**src/rtl/hp_fifo_array_if.sv**
```systemverilog
// hp_fifo_array_if: host write / parasite read bundle for the FIFO array.
// master drives strobes and selects, slave returns data and status.
interface hp_fifo_array_if #(
  parameter int CHANNELS = 4,
  parameter int WIDTH    = 8
);
  logic                h_we;
  logic [CHANNELS-1:0] h_select;
  logic [WIDTH-1:0]    h_data;
  logic                p_rd;
  logic [CHANNELS-1:0] p_select;
  logic                one_byte_mode;
  logic [WIDTH-1:0]    p_data;
  logic [CHANNELS-1:0] p_data_available;
  logic [CHANNELS-1:0] p_two_available;
  logic [CHANNELS-1:0] h_full;
  logic [CHANNELS-1:0] h_overrun;
  logic [CHANNELS-1:0] p_underrun;

  modport master (
    output h_we, h_select, h_data,
    output p_rd, p_select, one_byte_mode,
    input  p_data, p_data_available,
    input  p_two_available, h_full,
    input  h_overrun, p_underrun
  );

  modport slave (
    input  h_we, h_select, h_data,
    input  p_rd, p_select, one_byte_mode,
    output p_data, p_data_available,
    output p_two_available, h_full,
    output h_overrun, p_underrun
  );
endinterface

```
**src/rtl/hp_fifo_array.sv**
```systemverilog
// hp_fifo_array: CHANNELS independent host-to-parasite byte FIFOs.
// Optional per-channel flush port under HP_FIFO_ARRAY_FLUSH_EN.
module hp_fifo_array #(
  parameter int                CHANNELS      = 4,
  parameter int                WIDTH         = 8,
  parameter int                DEPTH         = 2,
  parameter logic [CHANNELS-1:0] ONE_BYTE_MASK = 4'b0100
) (
  input logic h_phi2,
  input logic h_rst,
`ifdef HP_FIFO_ARRAY_FLUSH_EN
  input logic [CHANNELS-1:0] h_flush,
`endif
  hp_fifo_array_if.slave bus
);

  localparam int PW = $clog2(DEPTH);
  localparam int CW = $clog2(DEPTH + 1);

  logic [WIDTH-1:0]    mem    [CHANNELS][DEPTH];
  logic [PW-1:0]       wr_ptr [CHANNELS];
  logic [PW-1:0]       rd_ptr [CHANNELS];
  logic [CW-1:0]       count  [CHANNELS];
  logic [CW-1:0]       cap    [CHANNELS];
  logic [CHANNELS-1:0] ovr, udr;
  logic [CHANNELS-1:0] sel_h, sel_p;
  logic [CHANNELS-1:0] push, pop;
  logic [CHANNELS-1:0] push_ok, pop_ok;
  logic [CHANNELS-1:0] flush;

`ifdef HP_FIFO_ARRAY_FLUSH_EN
  assign flush = h_flush;
`else
  assign flush = '0;
`endif

  // Two's-complement trick isolates the lowest set bit.
  assign sel_h = bus.h_select & (~bus.h_select + 1'b1);
  assign sel_p = bus.p_select & (~bus.p_select + 1'b1);

  always_comb begin
    for (int i = 0; i < CHANNELS; i++) begin
      cap[i] = (bus.one_byte_mode && ONE_BYTE_MASK[i])
             ? CW'(1) : CW'(DEPTH);
      push[i]    = bus.h_we & sel_h[i];
      pop[i]     = bus.p_rd & sel_p[i];
      pop_ok[i]  = pop[i] & (count[i] != '0);
      push_ok[i] = push[i] & ((count[i] < cap[i]) | pop_ok[i]);
    end
  end

  always_ff @(posedge h_phi2) begin
    if (h_rst) begin
      for (int i = 0; i < CHANNELS; i++) begin
        wr_ptr[i] <= '0;
        rd_ptr[i] <= '0;
        count[i]  <= '0;
      end
      ovr <= '0;
      udr <= '0;
    end else begin
      for (int i = 0; i < CHANNELS; i++) begin
        if (flush[i]) begin
          wr_ptr[i] <= '0;
          rd_ptr[i] <= '0;
          count[i]  <= '0;
          ovr[i]    <= 1'b0;
          udr[i]    <= 1'b0;
        end else begin
          if (push_ok[i]) wr_ptr[i] <= wr_ptr[i] + 1'b1;
          if (pop_ok[i])  rd_ptr[i] <= rd_ptr[i] + 1'b1;
          if (push_ok[i] && !pop_ok[i])
            count[i] <= count[i] + 1'b1;
          else if (pop_ok[i] && !push_ok[i])
            count[i] <= count[i] - 1'b1;
          if (push[i] && !push_ok[i]) ovr[i] <= 1'b1;
          if (pop[i] && !pop_ok[i])   udr[i] <= 1'b1;
        end
      end
    end
  end

  // Storage is deliberately left out of reset.
  always_ff @(posedge h_phi2) begin
    for (int i = 0; i < CHANNELS; i++)
      if (!h_rst && !flush[i] && push_ok[i])
        mem[i][wr_ptr[i]] <= bus.h_data;
  end

  always_comb begin
    bus.p_data = '0;
    for (int i = 0; i < CHANNELS; i++) begin
      bus.p_data_available[i] = count[i] >= CW'(1);
      bus.p_two_available[i]  = count[i] >= CW'(2);
      bus.h_full[i]           = count[i] >= cap[i];
      if (sel_p[i] && count[i] != '0)
        bus.p_data = mem[i][rd_ptr[i]];
    end
  end

  assign bus.h_overrun  = ovr;
  assign bus.p_underrun = udr;

endmodule

```
**src/flat_wrapper.sv**
```systemverilog
// flat-port wrapper written by rule: the top's interface ports become plain ports
module hp_fifo_array_flat 
#(
  parameter int                CHANNELS      = 4,
  parameter int                WIDTH         = 8,
  parameter int                DEPTH         = 2,
  parameter logic [CHANNELS-1:0] ONE_BYTE_MASK = 4'b0100
)
  (h_phi2, h_rst, bus_h_we, bus_h_select, bus_h_data, bus_p_rd, bus_p_select, bus_one_byte_mode, bus_p_data, bus_p_data_available, bus_p_two_available, bus_h_full, bus_h_overrun, bus_p_underrun);
  hp_fifo_array_if #(.CHANNELS(CHANNELS), .WIDTH(WIDTH)) bus_i ();
  input logic h_phi2;
  input logic h_rst;
  input wire logic [$bits(bus_i.h_we)-1:0] bus_h_we;
  input wire logic [$bits(bus_i.h_select)-1:0] bus_h_select;
  input wire logic [$bits(bus_i.h_data)-1:0] bus_h_data;
  input wire logic [$bits(bus_i.p_rd)-1:0] bus_p_rd;
  input wire logic [$bits(bus_i.p_select)-1:0] bus_p_select;
  input wire logic [$bits(bus_i.one_byte_mode)-1:0] bus_one_byte_mode;
  output wire logic [$bits(bus_i.p_data)-1:0] bus_p_data;
  output wire logic [$bits(bus_i.p_data_available)-1:0] bus_p_data_available;
  output wire logic [$bits(bus_i.p_two_available)-1:0] bus_p_two_available;
  output wire logic [$bits(bus_i.h_full)-1:0] bus_h_full;
  output wire logic [$bits(bus_i.h_overrun)-1:0] bus_h_overrun;
  output wire logic [$bits(bus_i.p_underrun)-1:0] bus_p_underrun;
  assign bus_i.h_we = bus_h_we;
  assign bus_i.h_select = bus_h_select;
  assign bus_i.h_data = bus_h_data;
  assign bus_i.p_rd = bus_p_rd;
  assign bus_i.p_select = bus_p_select;
  assign bus_i.one_byte_mode = bus_one_byte_mode;
  assign bus_p_data = bus_i.p_data;
  assign bus_p_data_available = bus_i.p_data_available;
  assign bus_p_two_available = bus_i.p_two_available;
  assign bus_h_full = bus_i.h_full;
  assign bus_h_overrun = bus_i.h_overrun;
  assign bus_p_underrun = bus_i.p_underrun;
  hp_fifo_array #(.CHANNELS(CHANNELS), .WIDTH(WIDTH), .DEPTH(DEPTH), .ONE_BYTE_MASK(ONE_BYTE_MASK)) u_core (.h_phi2(h_phi2), .h_rst(h_rst), .bus(bus_i));
endmodule
```
**config.mk**
```make
export PLATFORM = sky130hd
export DESIGN_NAME = hp_fifo_array_flat
export DESIGN_NICKNAME = d
export VERILOG_FILES = /design/src/rtl/hp_fifo_array_if.sv /design/src/rtl/hp_fifo_array.sv /design/src/flat_wrapper.sv
export SDC_FILE = /design/constraint.sdc
export NUM_CORES = 1
export LEC_CHECK = 0
export ABC_AREA = 1
export BUFFER_PORTS_ARGS = -buffer_cell sky130_fd_sc_hd__buf_4
export CORE_ASPECT_RATIO = 0.7
export CORE_MARGIN = 2
export CORE_UTILIZATION = 30
export DETAILED_ROUTE_END_ITERATION = 12
export PLACE_DENSITY = 0.56
export SLEW_MARGIN = 20
export SYNTH_ARGS = -nofsm -noshare
export SYNTH_HDL_FRONTEND = slang
export SYNTH_SLANG_ARGS = --single-unit
```
**constraint.sdc**
```tcl
create_clock -name h_phi2 -period 3.15 [get_ports h_phi2]
set_clock_uncertainty 0.05 [all_clocks]
set_input_delay 0.315 -clock h_phi2 [delete_from_list [all_inputs] [get_ports h_phi2]]
set_output_delay 0.315 -clock h_phi2 [all_outputs]
set_load 0.01 [all_outputs]
```
---- Word-level counts from Yosys, hierarchy flattened ----
Memory sizes are Yosys's and may differ from the RTL's.
Cells that the tools add are included.
word-level totals
  memories kept ........................... 4
  memory bits (read-only) ................. 0
  logic and storage cells ................. 259
  register bits after elaboration ......... 8
  latch bits .............................. 0
  output and inout bits ................... 28
  memory bits (writable) .................. 80
memories
  name           depth  bits a word  read ports  clocked after Yosys merged registers in  wr ports  line                 text
  u_core.mem     4      16           4           0                                        1         hp_fifo_array.sv:20  logic [WIDTH-1:0] mem [CHANNELS][DEPTH];
  u_core.count   4      2            4           0                                        4         hp_fifo_array.sv:23  logic [CW-1:0] count [CHANNELS];
  u_core.rd_ptr  4      1            4           0                                        4         hp_fifo_array.sv:22  logic [PW-1:0] rd_ptr [CHANNELS];
  u_core.wr_ptr  4      1            4           0                                        4         hp_fifo_array.sv:21  logic [PW-1:0] wr_ptr [CHANNELS];
cells by class
  magnitude comparators ................... 25
  $mul .................................... 0
  add/sub/neg operators ................... 18
  bitwise operators ....................... 48
  divide/modulo/power cells ............... 0
  eq/ne operators ......................... 0
  multiplexer cells ....................... 112
  shift operators ......................... 0
  reductions and logical operators ........ 44
operators with widths
  cell                   number
  $mux W16               10
  $mux W8                20
  $mux W1                66
  $reduce_or A16 Y1      3
  $demux W8 S1           4
  $logic_and A1 B1 Y1    28
  $ge A2 B2 Y1 const B   12
  $mux W2                12
  $or A1 B1 Y1           20
  $and A1 B1 Y1          16
  $not A1 Y2             8
  $logic_not A1 Y1       9
  $add A1 B1 Y1 const B  8
  $add A2 B1 Y2 const B  4
  $add A4 B1 Y4 const B  2
  $and A4 B4 Y4          2
  $ge A2 B1 Y1 const B   4
  $lt A2 B1 Y1 const B   4
  $not A4 Y4             2
  $reduce_bool A2 Y1     4
  $sub A2 B1 Y2 const B  4
  $lt A2 B2 Y1 const B   3
  $ge A2 B2 Y1           1
  $lt A2 B2 Y1           1

---- Logic depth before layout (Yosys ltp) ----
  word-level depth ........................ 14
  gate-level depth with buffers ........... 10
  mapped depth without buffers ............ 10

---- Worst setup path before layout ----
Ideal clock, no wire load.
  path type ............................... register to register
  start point ............................. mem u_core.count[3][1] in the netlist's numbering
  end point ............................... mem u_core.mem[3][10] in the netlist's numbering, enable pin
  data required time ...................... 2.715 ns
  cell stages (with the launch flop) ...... 8
  setup time .............................. 0.385 ns
  slack ................................... 1.030 ns
  path buffers ............................ 0
  data arrival time ....................... 1.685 ns
  path through ............................ edfxtp_1 inv_1 ha_1 inv_1 nand4_2 nand2_1 nand2_1 nor3_1
RTL lines
  item                line
  start: declaration  hp_fifo_array.sv:23
  end: declaration    hp_fifo_array.sv:20

==> metrics.yaml <==
final_layout:
  nets: 447
  post-route-util_pct: 37.2
  fin_cells: 602
  fillCellCount: 1284
  synthToLayoutAreaGrowth_pct: 20.0
  diodes: 0
  final_area_um2: 4940
  drive_gt1_share_pct: 24.0
drt:
  routedWlPerCell_um: 15.2
  drc_errors: 0
  drt_iter0_drc: 255
  postRouteAntennaNets: 0
  drt_pass1_iterations: 5
  route.vias.total: 2687
  drt_wl_total_um: 9160
  post_drt_via_cell_ratio: 4.46
sta:
  post-route-min-period_ns: 2.49
  timing_hold_violations_final: 0
  fin_ws_ns: 0.655
  holdWs_ns: 0.185
  slew_headroom_pct: 50.4
  finalSetupViolations: 0
  slew_violations: 0
  post-route-period-util_pct: 79.2
  grt_setup_unrepaired: "no"
  fmax_mhz: 401
  fin_setup_tns_ns: 0
  tightest_slew_ns: 0.741
synth:
  synth_mux_area_share_pct: 4.05
  synthAdderAreaFrac_pct: 4.26
  synth_compound_area_share_pct: 5.42
  synth_cell_types: 34
  syn-instance-count: 363
  synth_edf_count: 80
  synth_top_area_share_pct: 58.4
  synth.area.top_cells: "edfxtp_1 (58%), nand2_1 (5.0%), ha_1 (4.3%)"
  syn_area_um2: 4110
  synth_nets: 398
  synth_common_cells: "edfxtp_1 (80), nand2_1 (55), inv_1 (46)"
  synth.largest_area_cell: "edfxtp_1"
  ys_warn_count: 0
  ys_seq_area_share_pct: 62.3
  synth_seq_cells: 88
  yosysMostFrequentCell: "edfxtp_1"
  synthSimpleGateAreaFrac_pct: 17.4
  synth_top_family_by_area: "simple AND/OR/NAND/NOR gates"
  synthXorXnorAreaFrac_pct: 0.426
  syn_avg_cell_area_um2: 11.3
  async_flop_share_pct: 0
  ys.flop_type: "edfxtp_1"
worst_hold_path:
  hold-path-endpoint: "u_core.mem[1][13]$_DFFE_PP_"
  whs_path_depth: 1
  worstHoldPathType: "input port to register"
  min_from: "bus_h_data[5]"
power:
  power_mw: 2.61
  peakVddDrop_mv: 0.277
  power.static_leakage_nw: 1.96
  power_per_cell_area_nw_per_um2: 528
clocking:
  clk_latency_ns: 0.34
  clockBufferDepth: 2
  cts_hold_buf: 0
  cts.sinks: 88
  root_buffer: "clkbuf_16"
  cts_tree: "built"
  clk_pin_slew_ns: 0.06
  cts_setup_buffers: 0
  h-tree-depth: 3
  cts-buffers-inserted: 9
  post_cts_resize_count: 0
floorplanning:
  core_um2: 13300
  start_util_pct: 31.0
  dieWidth_um: 144
  io_pins: 49
  row_count: 35
  die_area_um2: 14700
  die_h_um: 102
placed_design:
  dpl_cell_area_um2: 4650
  dp.final_hpwl_um: 6720
  port_buffers: 48
  dp_slack_ns: 0.797
  place_congestion: 0.770
  dp.cells: 586
grt:
  grt_pass1_wl_um: 14200
  gr-total-overflow: 0
  grtUsageTotal_pct: 13.2
  antenna_found_initial: 0
  grt_max_degree: 27
  grt_pass1_vias: 2644
worst_setup_path:
  r2r-end: "u_core.mem[0][15]$_DFFE_PP_"
  cp.arrival_ns: 2.13
  critPathLaunchType: "register"
  worst_setup_path_end_kind: "primary output"
  crit_start: "u_core.count[0][1]$_SDFFCE_PN0P_"
  r2r_slack_ns: 0.83
  r2r_cells: 7
  cp_max_fo: 10
  rr_startpoint: "u_core.count[0][1]$_SDFFCE_PN0P_"
  critPathKind: "register to primary output"
  cp.required_ns: 2.78
run:
  maxCapViolations: 0
run_status:
  status: "finished clean"
-- how the worst max path moves through the flow --
stage                                             end  slack (ns)  cells past startpoint
after floorplan           u_core.mem[3][10]$_DFFE_PP_        1.03                      7
after global placement     u_core.mem[0][1]$_DFFE_PP_        0.88                      7
after detailed placement   u_core.mem[0][9]$_DFFE_PP_        0.80                      7
after CTS                               bus_p_data[0]        0.64                      8
after global routing                    bus_p_data[0]        0.49                      8
final                                   bus_p_data[0]        0.66                      8
-- final cells by class --
cell class | instances | area (µm²) | area share, %
Clock buffer | 9 | 225 | 4.56
Clock inverter | 7 | 62.6 | 1.27
Inverter | 50 | 188 | 3.80
Multi-Input combinational cell | 214 | 1300 | 26.3
Sequential cell | 88 | 2560 | 51.9
Tap cell | 185 | 231 | 4.69
Timing Repair Buffer | 49 | 368 | 7.45
-- per-layer routing --
layer,vias up,track usage [%],share of wire (%)
met5,-,0,0
met2,76,18.2,42
met4,0,2.87,0.78
li1,1331,-,-
met1,1276,19.9,50
met3,4,4.83,7.4
-- flip-flops by register name, indices dropped and copies added, names as in the netlist --
signal and flops:
u_core.mem 64, u_core.rd_ptr 4, u_core.count 8, u_core.bus.h_overrun 4
u_core.bus.p_underrun 4, u_core.wr_ptr 4
-- worst max-delay path: stages (launching register included) --
cell	delay, ns
edfxtp_1	0.46
inv_1	0.09
ha_1	0.27
nor2_8	0.20
o21ai_0	0.11
o21ai_0	0.29
nor2_1	0.08
o21ai_0	0.11
buf_4	0.17
-- report_power, final --
group	total, mW	internal [mW]	switching [mW]
Sequential	1.32	1.30	0.0202
Combinational	0.244	0.0997	0.145
Clock	1.05	0.606	0.439
-- placed cells by master (no fill, tap or decap), types with 9 or more instances in the layout --
cell type,n
buf_4,49
clkbuf_16,9
edfxtp_1,80
ha_1,14
inv_1,46
mux2i_1,11
nand2_1,55
nand3_1,9
nand4_1,13
nor2_1,33
o21ai_0,21
-- cell families (layout without fill, tap and decap cells) --
logic type / Yosys count / in the layout
AOI/OAI and AO/OA: 39 / 39
xor gates and xnor gates: 2 / 2
adders and majority gates: 14 / 14
buffers and inverters: 61 / 115
DFF: 88 / 88
muxes: 16 / 16
and+or+nand+nor: 143 / 143
(Power assumes the default switching activity.)
